[src/rtl/ps2_pkg.sv]
// Shared types and constants for the PS/2 keyboard decoder.
package ps2_pkg;

  // Frame receiver states: waiting for start bit, shifting data, parity, stop.
  typedef enum logic [1:0] {
    IDLE   = 2'd0,
    DATA   = 2'd1,
    PARITY = 2'd2,
    STOP   = 2'd3
  } frame_state_e;

  // Prefix decoder states: normal decoding or swallowing the Pause sequence.
  typedef enum logic {
    NORM = 1'b0,
    SKIP = 1'b1
  } dec_state_e;

  localparam logic [7:0] PS2_EXT        = 8'hE0;
  localparam logic [7:0] PS2_REL        = 8'hF0;
  localparam logic [7:0] PS2_PAUSE      = 8'hE1;
  localparam logic [7:0] PS2_PAUSE_CODE = 8'h77;
  // Bytes following E1 that belong to the Pause make sequence.
  localparam int         PAUSE_SKIP     = 7;

  // One queued key event.
  typedef struct packed {
    logic       ext;
    logic       rel;
    logic [7:0] code;
  } key_event_t;

  // Controller / self-test responses that never describe a key.
  function automatic logic is_discard(input logic [7:0] b);
    case (b)
      8'h00, 8'hAA, 8'hEE, 8'hFA, 8'hFE, 8'hFF: return 1'b1;
      default:                                   return 1'b0;
    endcase
  endfunction

endpackage

[src/rtl/ps2_rx_frame.sv]
// PS/2 frame receiver: synchronises and filters the bus, deserialises
// 11-bit frames and reports good bytes or frame errors as one-cycle pulses.
module ps2_rx_frame
  import ps2_pkg::*;
#(
  parameter int FILT    = 4,
  parameter int TIMEOUT = 4096
) (
  input  logic         clk_sys,
  input  logic         reset,
  input  logic         ps2_clk,
  input  logic         ps2_data,
  output logic         byte_valid,
  output logic [7:0]   byte_data,
  output logic         frame_err,
  output frame_state_e state
);

  localparam int FW = $clog2(FILT + 1);
  localparam int TW = $clog2(TIMEOUT + 1);

  logic          r_clk_s1, r_clk_s2, r_dat_s1, r_dat_s2;
  logic          r_clk_filt;
  logic [FW-1:0] r_filt_cnt;
  logic          w_fall;

  frame_state_e  r_state, w_state_nxt;
  logic [2:0]    r_bit_cnt, w_bit_cnt_nxt;
  logic [7:0]    r_shift, w_shift_nxt;
  logic          r_par, w_par_nxt;
  logic [TW-1:0] r_to_cnt, w_to_cnt_nxt;
  logic          w_byte_valid, w_err;
  logic          r_byte_valid, r_frame_err;
  logic [7:0]    r_byte_data;

  // The filter accepts a new clock level after FILT consecutive differing
  // samples; the fall is flagged in the same cycle the low level is accepted.
  assign w_fall = r_clk_filt && !r_clk_s2 && (r_filt_cnt == FW'(FILT - 1));

  // Two-flop synchronisers and clock glitch filter, preset to the idle bus.
  always_ff @(posedge clk_sys) begin
    if (reset) begin
      r_clk_s1   <= 1'b1;
      r_clk_s2   <= 1'b1;
      r_dat_s1   <= 1'b1;
      r_dat_s2   <= 1'b1;
      r_clk_filt <= 1'b1;
      r_filt_cnt <= '0;
    end else begin
      r_clk_s1 <= ps2_clk;
      r_clk_s2 <= r_clk_s1;
      r_dat_s1 <= ps2_data;
      r_dat_s2 <= r_dat_s1;
      if (r_clk_s2 == r_clk_filt) begin
        r_filt_cnt <= '0;
      end else if (r_filt_cnt == FW'(FILT - 1)) begin
        r_clk_filt <= r_clk_s2;
        r_filt_cnt <= '0;
      end else begin
        r_filt_cnt <= r_filt_cnt + FW'(1);
      end
    end
  end

  // Frame FSM next state, shift/parity datapath and timeout watchdog.
  always_comb begin
    w_state_nxt   = r_state;
    w_bit_cnt_nxt = r_bit_cnt;
    w_shift_nxt   = r_shift;
    w_par_nxt     = r_par;
    w_to_cnt_nxt  = r_to_cnt;
    w_byte_valid  = 1'b0;
    w_err         = 1'b0;
    case (r_state)
      IDLE: begin
        w_to_cnt_nxt = '0;
        if (w_fall) begin
          if (!r_dat_s2) begin
            w_state_nxt   = DATA;
            w_bit_cnt_nxt = '0;
            w_par_nxt     = 1'b0;
          end else begin
            w_err = 1'b1;
          end
        end
      end
      DATA: begin
        if (w_fall) begin
          w_shift_nxt   = {r_dat_s2, r_shift[7:1]};
          w_par_nxt     = r_par ^ r_dat_s2;
          w_bit_cnt_nxt = r_bit_cnt + 3'd1;
          if (r_bit_cnt == 3'd7) w_state_nxt = PARITY;
        end
      end
      PARITY: begin
        if (w_fall) begin
          w_par_nxt   = r_par ^ r_dat_s2;
          w_state_nxt = STOP;
        end
      end
      STOP: begin
        if (w_fall) begin
          if (r_par && r_dat_s2) w_byte_valid = 1'b1;
          else                   w_err        = 1'b1;
          w_state_nxt = IDLE;
        end
      end
      default: w_state_nxt = IDLE;
    endcase
    // A stalled partial frame is abandoned and counted as an error.
    if (r_state != IDLE) begin
      if (w_fall) begin
        w_to_cnt_nxt = '0;
      end else if (r_to_cnt == TW'(TIMEOUT - 1)) begin
        w_state_nxt  = IDLE;
        w_to_cnt_nxt = '0;
        w_err        = 1'b1;
      end else begin
        w_to_cnt_nxt = r_to_cnt + TW'(1);
      end
    end
  end

  // Frame FSM state register and registered byte/error pulses.
  always_ff @(posedge clk_sys) begin
    if (reset) begin
      r_state      <= IDLE;
      r_bit_cnt    <= '0;
      r_shift      <= '0;
      r_par        <= 1'b0;
      r_to_cnt     <= '0;
      r_byte_valid <= 1'b0;
      r_byte_data  <= '0;
      r_frame_err  <= 1'b0;
    end else begin
      r_state      <= w_state_nxt;
      r_bit_cnt    <= w_bit_cnt_nxt;
      r_shift      <= w_shift_nxt;
      r_par        <= w_par_nxt;
      r_to_cnt     <= w_to_cnt_nxt;
      r_byte_valid <= w_byte_valid;
      r_frame_err  <= w_err;
      if (w_byte_valid) r_byte_data <= r_shift;
    end
  end

  assign byte_valid = r_byte_valid;
  assign byte_data  = r_byte_data;
  assign frame_err  = r_frame_err;
  assign state      = r_state;

endmodule

[src/rtl/ps2_kbd_decoder.sv]
// PS/2 keyboard decoder: frame receiver, E0/F0/E1 prefix decoding and a
// small event FIFO. Handshake: the head event transfers on any cycle where
// key_valid && key_ready; head outputs hold while key_valid && !key_ready.
module ps2_kbd_decoder
  import ps2_pkg::*;
#(
  parameter int FILT       = 4,
  parameter int TIMEOUT    = 4096,
  parameter int FIFO_DEPTH = 4
) (
  input  logic         clk_sys,
  input  logic         reset,
  input  logic         ps2_clk,
  input  logic         ps2_data,
  output logic         key_valid,
  input  logic         key_ready,
  output logic [7:0]   key_code,
  output logic         key_ext,
  output logic         key_release,
  output logic         overflow,
  output logic [7:0]   err_cnt,
  output frame_state_e dbg_frame_state,
  output dec_state_e   dbg_dec_state
);

  localparam int AW = (FIFO_DEPTH > 1) ? $clog2(FIFO_DEPTH) : 1;
  localparam int CW = AW + 1;

  logic       w_byte_valid, w_frame_err;
  logic [7:0] w_byte_data;

  ps2_rx_frame #(.FILT(FILT), .TIMEOUT(TIMEOUT)) u_rx (
    .clk_sys    (clk_sys),
    .reset      (reset),
    .ps2_clk    (ps2_clk),
    .ps2_data   (ps2_data),
    .byte_valid (w_byte_valid),
    .byte_data  (w_byte_data),
    .frame_err  (w_frame_err),
    .state      (dbg_frame_state)
  );

  dec_state_e r_dec_state, w_dec_state_nxt;
  logic       r_ext, w_ext_nxt, r_rel, w_rel_nxt;
  logic [2:0] r_skip_cnt, w_skip_cnt_nxt;
  logic       w_ev_valid;
  key_event_t w_ev;

  // Prefix decoder: tracks E0/F0 flags and the Pause skip, emits events.
  always_comb begin
    w_dec_state_nxt = r_dec_state;
    w_ext_nxt       = r_ext;
    w_rel_nxt       = r_rel;
    w_skip_cnt_nxt  = r_skip_cnt;
    w_ev_valid      = 1'b0;
    w_ev            = '0;
    if (w_frame_err) begin
      w_dec_state_nxt = NORM;
      w_ext_nxt       = 1'b0;
      w_rel_nxt       = 1'b0;
      w_skip_cnt_nxt  = '0;
    end else if (w_byte_valid) begin
      case (r_dec_state)
        NORM: begin
          if (w_byte_data == PS2_EXT) begin
            w_ext_nxt = 1'b1;
          end else if (w_byte_data == PS2_REL) begin
            w_rel_nxt = 1'b1;
          end else if (w_byte_data == PS2_PAUSE) begin
            w_dec_state_nxt = SKIP;
            w_skip_cnt_nxt  = 3'(PAUSE_SKIP);
            w_ext_nxt       = 1'b0;
            w_rel_nxt       = 1'b0;
          end else if (is_discard(w_byte_data)) begin
            w_ext_nxt = 1'b0;
            w_rel_nxt = 1'b0;
          end else begin
            w_ev_valid = 1'b1;
            w_ev       = '{ext: r_ext, rel: r_rel, code: w_byte_data};
            w_ext_nxt  = 1'b0;
            w_rel_nxt  = 1'b0;
          end
        end
        SKIP: begin
          w_skip_cnt_nxt = r_skip_cnt - 3'd1;
          if (r_skip_cnt == 3'd1) begin
            w_dec_state_nxt = NORM;
            w_ev_valid      = 1'b1;
            w_ev            = '{ext: 1'b1, rel: 1'b0, code: PS2_PAUSE_CODE};
          end
        end
        default: w_dec_state_nxt = NORM;
      endcase
    end
  end

  // Prefix decoder state register.
  always_ff @(posedge clk_sys) begin
    if (reset) begin
      r_dec_state <= NORM;
      r_ext       <= 1'b0;
      r_rel       <= 1'b0;
      r_skip_cnt  <= '0;
    end else begin
      r_dec_state <= w_dec_state_nxt;
      r_ext       <= w_ext_nxt;
      r_rel       <= w_rel_nxt;
      r_skip_cnt  <= w_skip_cnt_nxt;
    end
  end

  key_event_t    r_mem [FIFO_DEPTH];
  logic [AW-1:0] r_wr_ptr, r_rd_ptr;
  logic [CW-1:0] r_count;
  logic          r_overflow;
  logic [7:0]    r_err_cnt;
  logic          w_full, w_pop, w_push;
  key_event_t    w_head;

  // A pop in the same cycle frees the slot a full-FIFO push needs.
  assign w_full = (r_count == CW'(FIFO_DEPTH));
  assign w_pop  = (r_count != '0) && key_ready;
  assign w_push = w_ev_valid && (!w_full || w_pop);

  // Event FIFO storage, pointers, occupancy, overflow flag and error count.
  always_ff @(posedge clk_sys) begin
    if (reset) begin
      for (int i = 0; i < FIFO_DEPTH; i++) r_mem[i] <= '0;
      r_wr_ptr   <= '0;
      r_rd_ptr   <= '0;
      r_count    <= '0;
      r_overflow <= 1'b0;
      r_err_cnt  <= '0;
    end else begin
      if (w_push) begin
        r_mem[r_wr_ptr] <= w_ev;
        r_wr_ptr        <= r_wr_ptr + AW'(1);
      end
      if (w_pop) r_rd_ptr <= r_rd_ptr + AW'(1);
      r_count <= r_count + CW'(w_push) - CW'(w_pop);
      if (w_ev_valid && w_full && !w_pop) r_overflow <= 1'b1;
      if (w_frame_err && (r_err_cnt != 8'hFF)) r_err_cnt <= r_err_cnt + 8'd1;
    end
  end

  assign w_head        = r_mem[r_rd_ptr];
  assign key_valid     = (r_count != '0);
  assign key_code      = w_head.code;
  assign key_ext       = w_head.ext;
  assign key_release   = w_head.rel;
  assign overflow      = r_overflow;
  assign err_cnt       = r_err_cnt;
  assign dbg_dec_state = r_dec_state;

endmodule

[config.mk]
export PLATFORM = sky130hd
export DESIGN_NAME = ps2_kbd_decoder
export DESIGN_NICKNAME = d
export VERILOG_FILES = /design/src/rtl/ps2_pkg.sv /design/src/rtl/ps2_rx_frame.sv /design/src/rtl/ps2_kbd_decoder.sv
export SDC_FILE = /design/constraint.sdc
export NUM_CORES = 1
export LEC_CHECK = 0
export ABC_AREA = 1
export ABC_CLOCK_PERIOD_IN_PS = 2500
export BUFFER_PORTS_ARGS = -buffer_cell sky130_fd_sc_hd__buf_2
export CAP_MARGIN = 20
export CORE_ASPECT_RATIO = 0.6
export CORE_UTILIZATION = 45
export DETAILED_ROUTE_END_ITERATION = 8
export GPL_ROUTABILITY_DRIVEN = 0
export GPL_TIMING_DRIVEN = 0
export PLACE_DENSITY_LB_ADDON = 0.25
export SKIP_CTS_REPAIR_TIMING = 1
export SYNTH_ARGS = -nofsm -noshare
export SYNTH_HDL_FRONTEND = slang
export SYNTH_HIERARCHICAL = 1
export SYNTH_SLANG_ARGS = --single-unit
[constraint.sdc]
create_clock -name clk_sys -period 2.5 [get_ports clk_sys]
set_input_delay 0.375 -clock clk_sys [delete_from_list [all_inputs] [get_ports clk_sys]]
set_output_delay 0.375 -clock clk_sys [all_outputs]
set_load 0.02 [all_outputs]
==> impl_metrics.toml, run 1 <==
[clock_tree]
clock-sinks = 109
cts_tree = "yes"
cts_buffers = 9
clk_path_buf_depth = 2
clkLatencyLatePin_ns = 0.35
cts_root_buf = "clkbuf_16"
htreeDepth = 3
path_clk_slew_ns = 0.07

[pwr]
power.total_uw = 4050
p_leak_uw = 0.00239
vdd_drop_max_mv = 0.438
power-per-cell-area_nw_per_um2 = 685

[floorplan]
die_x_um = 140
start_util = 0.474
io-pin-count = 28
fp-row-count = 29
die_h_um = 84.8
die_area_um2 = 11900
core-area_um2 = 10800

[logic_synthesis]
synth_edf_count = 40
yosysTopAreaCell = "dfxtp_1"
yosysSeqAreaShare = 0.502
synthArstFlopShare = 0
synth.avg_cell_area_um2 = 8.42
synth_fp_nets = 633
synth_cell_types = 40
yosys.area.top_type_share = 0.268
synth.area.top_cells = "dfxtp_1, edfxtp_1, nor2_1, nand2_1, inv_1"
synth_flop_cell = "dfxtp_1"
yosysWarnings = 6
synth_seq_cells = 109
synth.cell_area_um2 = 5150
postSynthCellCount = 611

[setup_path]
worst_path_largest_cell_delay_ns = 0.43
worstPathArrival_ns = 2.34
start_kind = "flop"
crit_top_cell = "nand2_2"
r2r_slack_ns = 0.15
r2r_cells = 12
crit_chain = "inv_1 > nand2_1 > nor2_2 > nand2_2 > nand2_2 > nor2_4 > nand2_2 > nand2_2 > nand3_4 > nor2_8 > nand2_1 > nand2_1"
r2r-end = "r_mem[1][0]"
crit_end = "r_mem[1][0]"
critPathKind = "flop to flop"
endpoint_kind = "flop"
worstPathRequired_ns = 2.49
worst-path-max-fanout = 10
cp-startpoint = "u_rx/byte_data[0]"
crit_slowest_cell = "nand2_1"
r2r_start = "u_rx/byte_data[0]"

[sta]
finalHoldViolations = 0
hold_ws_ns = 0.211
setup_viol = 0
fmax_ghz = 0.426
relSlewSlack = 0.588
tightest_slew_ns = 0.613
min_period_ns = 2.35
fin_crit_sh = 0.939
setup-tns-final_ns = 0
maxSlewViolCount = 0
skew_ns = 0.00648

[route]
ant_nets = 0
via_count = 4120
dr.pass1.iters = 5
wirelength_um = 11100
drc_errors = 0
initialDrtViolationCount = 358
vias_per_cell = 5.14
route.detailed.wl_per_inst_um = 13.8

[final_layout]
area_growth_syn_to_layout_pct = 14.8
drive_above_1_share = 0.186
nFillCells = 981
antenna_cells = 0
layout.nets = 679
final_common_cell = "nor2_1"
layout_common_cells = "nor2_1, nand2_1, inv_1"

[status]
status = "complete, no violations"

[global_routing]
grt_max_degree = 17
grt_pass1_wl_um = 18000
antenna_found_initial = 0
track_usage = 0.194
grt_pass1_vias = 3744
grt.overflow.total = 0

[run]
drv_cap = 0

[placement]
port_buffers = 27
dp_hpwl_um = 8030

[min_path]
holdCritPathClass = "input port to flop"
-- critical path: cells and delay by family (launching register included) --
kind / cells / cell delay (ns)
and+or+nand+nor: 11 / 1.55
DFF: 1 / 0.37
buffers and inverters: 1 / 0.06
-- layout make-up --
cell class | count | area [um^2] | share of cell area
sequential | 109 | 2600 | 0.440
clock inverter | 4 | 43.8 | 0.00741
buffer | 16 | 80.1 | 0.0136
tap | 139 | 174 | 0.0294
timing repair buffer | 35 | 199 | 0.0337
multi-input combinational | 402 | 2230 | 0.377
inverter | 84 | 315 | 0.0534
clock buffer | 12 | 268 | 0.0453
-- sequential cells by signal, indices dropped and copies added, names as in the netlist, 3 cells and up, named ones only --
| register | count |
|---|---|
| err_cnt | 8 |
| r_count | 3 |
| r_mem | 40 |
| r_skip_cnt | 3 |
| u_rx/byte_data | 8 |
| u_rx/r_bit_cnt | 3 |
| u_rx/r_filt_cnt | 3 |
| u_rx/r_shift | 8 |
| u_rx/r_to_cnt | 13 |
-- per-stage QoR --
stage	cells	cell area [um^2]	utilization	setup WS, ns
2_1_floorplan	611	5150	-	0.243
3_3_place_gp	777	5460	0.503	-0.646
3_5_place_dp	779	5470	0.505	-0.00595
4_1_cts	795	5790	0.533	-0.0172
5_1_grt	801	5910	0.544	-0.0207
6_report	801	5910	0.544	0.151
-- cells by family after synthesis --
kind of cell	after synthesis	share of synthesized area
DFF	109	0.502
xor gates and xnor gates	7	0.0119
adders and majority gates	17	0.0428
and+or+nand+nor	273	0.252
AOI/OAI and AO/OA	105	0.115
buffers and inverters	100	0.0768
-- worst min path at each step --
| stage | start | end | slack (ns) | cells past startpoint |
|---|---|---|---|---|
| after floorplan | u_rx/r_clk_s1 | u_rx/r_clk_s2 | 0.39 | 1 |
| after global placement | u_rx/r_dat_s1 | u_rx/r_dat_s2 | 0.40 | 1 |
| after detailed placement | u_rx/r_dat_s1 | u_rx/r_dat_s2 | 0.40 | 1 |
| after CTS | ps2_data | u_rx/r_dat_s1 | 0.21 | 2 |
| after global routing | ps2_data | u_rx/r_dat_s1 | 0.20 | 2 |
| final | ps2_data | u_rx/r_dat_s1 | 0.21 | 2 |
-- power breakdown --
| group | leakage [uW] | total, uW | internal (uW) | switching [uW] |
|---|---|---|---|---|
| logic | 0.00129 | 636 | 199 | 437 |
| registers | 0.000953 | 1940 | 1910 | 35.8 |
| clock network | 0.000155 | 1470 | 859 | 613 |
-- Yosys cell counts (4+ instances only) --
cell	n
a21oi_1	30
buf_2	4
clkbuf_1	10
dfxtp_1	69
edfxtp_1	40
ha_1	16
inv_1	78
inv_2	5
nand2_1	94
nand2_2	5
nand3_1	23
nand4_1	5
nor2_1	104
nor2_2	12
nor2_4	4
nor3_1	7
nor3_2	4
o211ai_1	6
o21ai_0	48
o21ai_1	4
o22ai_1	10
or2_2	4
xor2_1	6
-- metal layers --
layer  global-route usage  share of wire
met5                    0              0
met1                0.288           0.52
met4               0.0509         0.0098
met3               0.0463          0.048
met2                0.282           0.42
Note: power is estimated with default switching activity, not from simulation.
==> run 2: changes to the inputs <==
Settings changed: ABC_CLOCK_PERIOD_IN_PS 2500 to 2420, CTS_CLUSTER_SIZE set to 24.
Clock period 2.5 ns to 2.42 ns, I/O delays scaled along.
==> run 2 against run 1 <==
Compared with the run above: count of clock-buffer cells in the layout unchanged; combinational power grew 4.2%; total power is 3.5% higher; wire length grew 0.41%; sequential share of layout area shrank 0.15 points; largest cell class unchanged; first-iteration DRC count decreased by 20%.
==> impl_metrics.toml, run 2 (same netlist as run 1, synthesis figures left out) <==
[status]
status = "complete, no violations"

[sta]
relSlewSlack = 0.595
setup_viol = 0
finalHoldViolations = 0
maxSlewViolCount = 0
skew_ns = 0.00620
min_period_ns = 2.32
tightest_slew_ns = 0.607
fmax_ghz = 0.431
hold_ws_ns = 0.200
fin_ws_ns = 0.0999
fin_crit_sh = 0.959

[floorplan]
die_h_um = 84.8
core-area_um2 = 10800
start_util = 0.474
fp-row-count = 29
die_area_um2 = 11900
die_x_um = 140
io-pin-count = 28

[final_layout]
drive_above_1_share = 0.196
area_growth_syn_to_layout_pct = 15.3
layout_common_cells = "nor2_1, nand2_1, inv_1"
layout.nets = 680
final_common_cell = "nor2_1"
nFillCells = 974
reg_top3 = "r_mem: 40 flops, u_rx/r_to_cnt: 13 flops"
regMostFlops = "r_mem"
largest_reg_flops = 40
antenna_cells = 0

[route]
dr.pass1.iters = 5
route.detailed.wl_per_inst_um = 13.9
wl_met1_um = 5820
routed-wl-met3_um = 541
ant_nets = 0
highest_layer = "met4"
met2_length_um = 4650
vias_per_cell = 5.09
drc_errors = 0
initialDrtViolationCount = 286
wirelength_um = 11100
via_count = 4086

[clock_tree]
htreeDepth = 3
cts_buffers = 9
cts_root_buf = "clkbuf_16"
clock-sinks = 109
clkLatencyLatePin_ns = 0.35
cts_tree = "yes"
clk_path_buf_depth = 2
path_clk_slew_ns = 0.07

[setup_path]
crit_slowest_cell = "fa_2"
start_kind = "flop"
r2r_cells = 15
crit_end = "r_count[1]"
cp-startpoint = "u_rx/byte_data[0]"
r2r-end = "r_count[1]"
r2r_slack_ns = 0.1
crit_top_cell = "nand2_2"
critPathKind = "flop to flop"
worstPathArrival_ns = 2.61
r2r_start = "u_rx/byte_data[0]"
worst-path-max-fanout = 5
crit_chain = "inv_1 > nand2_1 > nor2_2 > nand2_2 > nand2_2 > nor2_4 > nand2_2 > nand2_2 > nand3_4 > ha_4 > inv_1 > ha_2 > fa_2 > inv_1 > nor2_1"
worstPathRequired_ns = 2.71
endpoint_kind = "flop"
worst_path_largest_cell_delay_ns = 0.52

[placement]
place_ws_ns = -0.0860
port_buffers = 27
dp_hpwl_um = 8030

[global_routing]
grt_max_degree = 17
grt_pass1_wl_um = 18000
track_usage = 0.194
grt.overflow.total = 0
antenna_found_initial = 0
grt_pass1_vias = 3744

[pwr]
power-per-cell-area_nw_per_um2 = 706
p_leak_uw = 0.00240
vdd_drop_max_mv = 0.460
power.total_uw = 4190

[min_path]
holdCritPathClass = "input port to flop"

[run]
drv_cap = 0
[run 2: worst min path at each step]
stage,endpoint,slack (ns),startpoint,cells past startpoint
6_report,u_rx/r_dat_s1,0.20,ps2_data,2
5_1_grt,u_rx/r_dat_s1,0.19,ps2_data,2
4_1_cts,u_rx/r_dat_s1,0.19,ps2_data,2
3_5_place_dp,u_rx/r_dat_s2,0.40,u_rx/r_dat_s1,1
3_3_place_gp,u_rx/r_dat_s2,0.40,u_rx/r_dat_s1,1
2_1_floorplan,u_rx/r_clk_s2,0.39,u_rx/r_clk_s1,1
[run 2: cell type report]
cell class                      instances  area, um^2  area share
Clock buffer                           12         268      0.0451
Buffer                                 16        80.1      0.0135
Inverter                               84         315      0.0531
Multi-Input combinational cell        402        2250       0.379
Sequential cell                       109        2600       0.438
Clock inverter                          4        43.8     0.00738
Tap cell                              139         174      0.0293
Timing Repair Buffer                   36         206      0.0348
[run 2: worst max-delay path: cells and delay by family, from the launching register on]
kind / cells / cell delay [ns]
adders and majority gates: 3 / 0.97
buffers and inverters: 3 / 0.13
and+or+nand+nor: 9 / 0.79
DFF: 1 / 0.37
[run 2: where the power goes]
| group | internal, uW | switching [uW] |
|---|---|---|
| registers | 1970 | 36.3 |
| clock network | 887 | 638 |
| logic | 209 | 454 |
| total | 3060 | 1130 |
[run 2: metal layers]
layer  global-route usage  up-vias
li1                     -     2086
met3               0.0463        8
met1                0.288     1900
met5                    0        -
met4               0.0509        0
met2                0.282       92
[run 2: stage by stage]
| stage | setup TNS (ns) | util | instance area [um^2] | cells |
|---|---|---|---|---|
| after floorplan | 0 | - | 5150 | 611 |
| after global placement | -13.57 | 0.503 | 5460 | 777 |
| after detailed placement | -1.05 | 0.505 | 5470 | 779 |
| after CTS | -1.21 | 0.533 | 5790 | 795 |
| after global routing | -0.0824 | 0.547 | 5930 | 802 |
| final | 0 | 0.547 | 5930 | 802 |
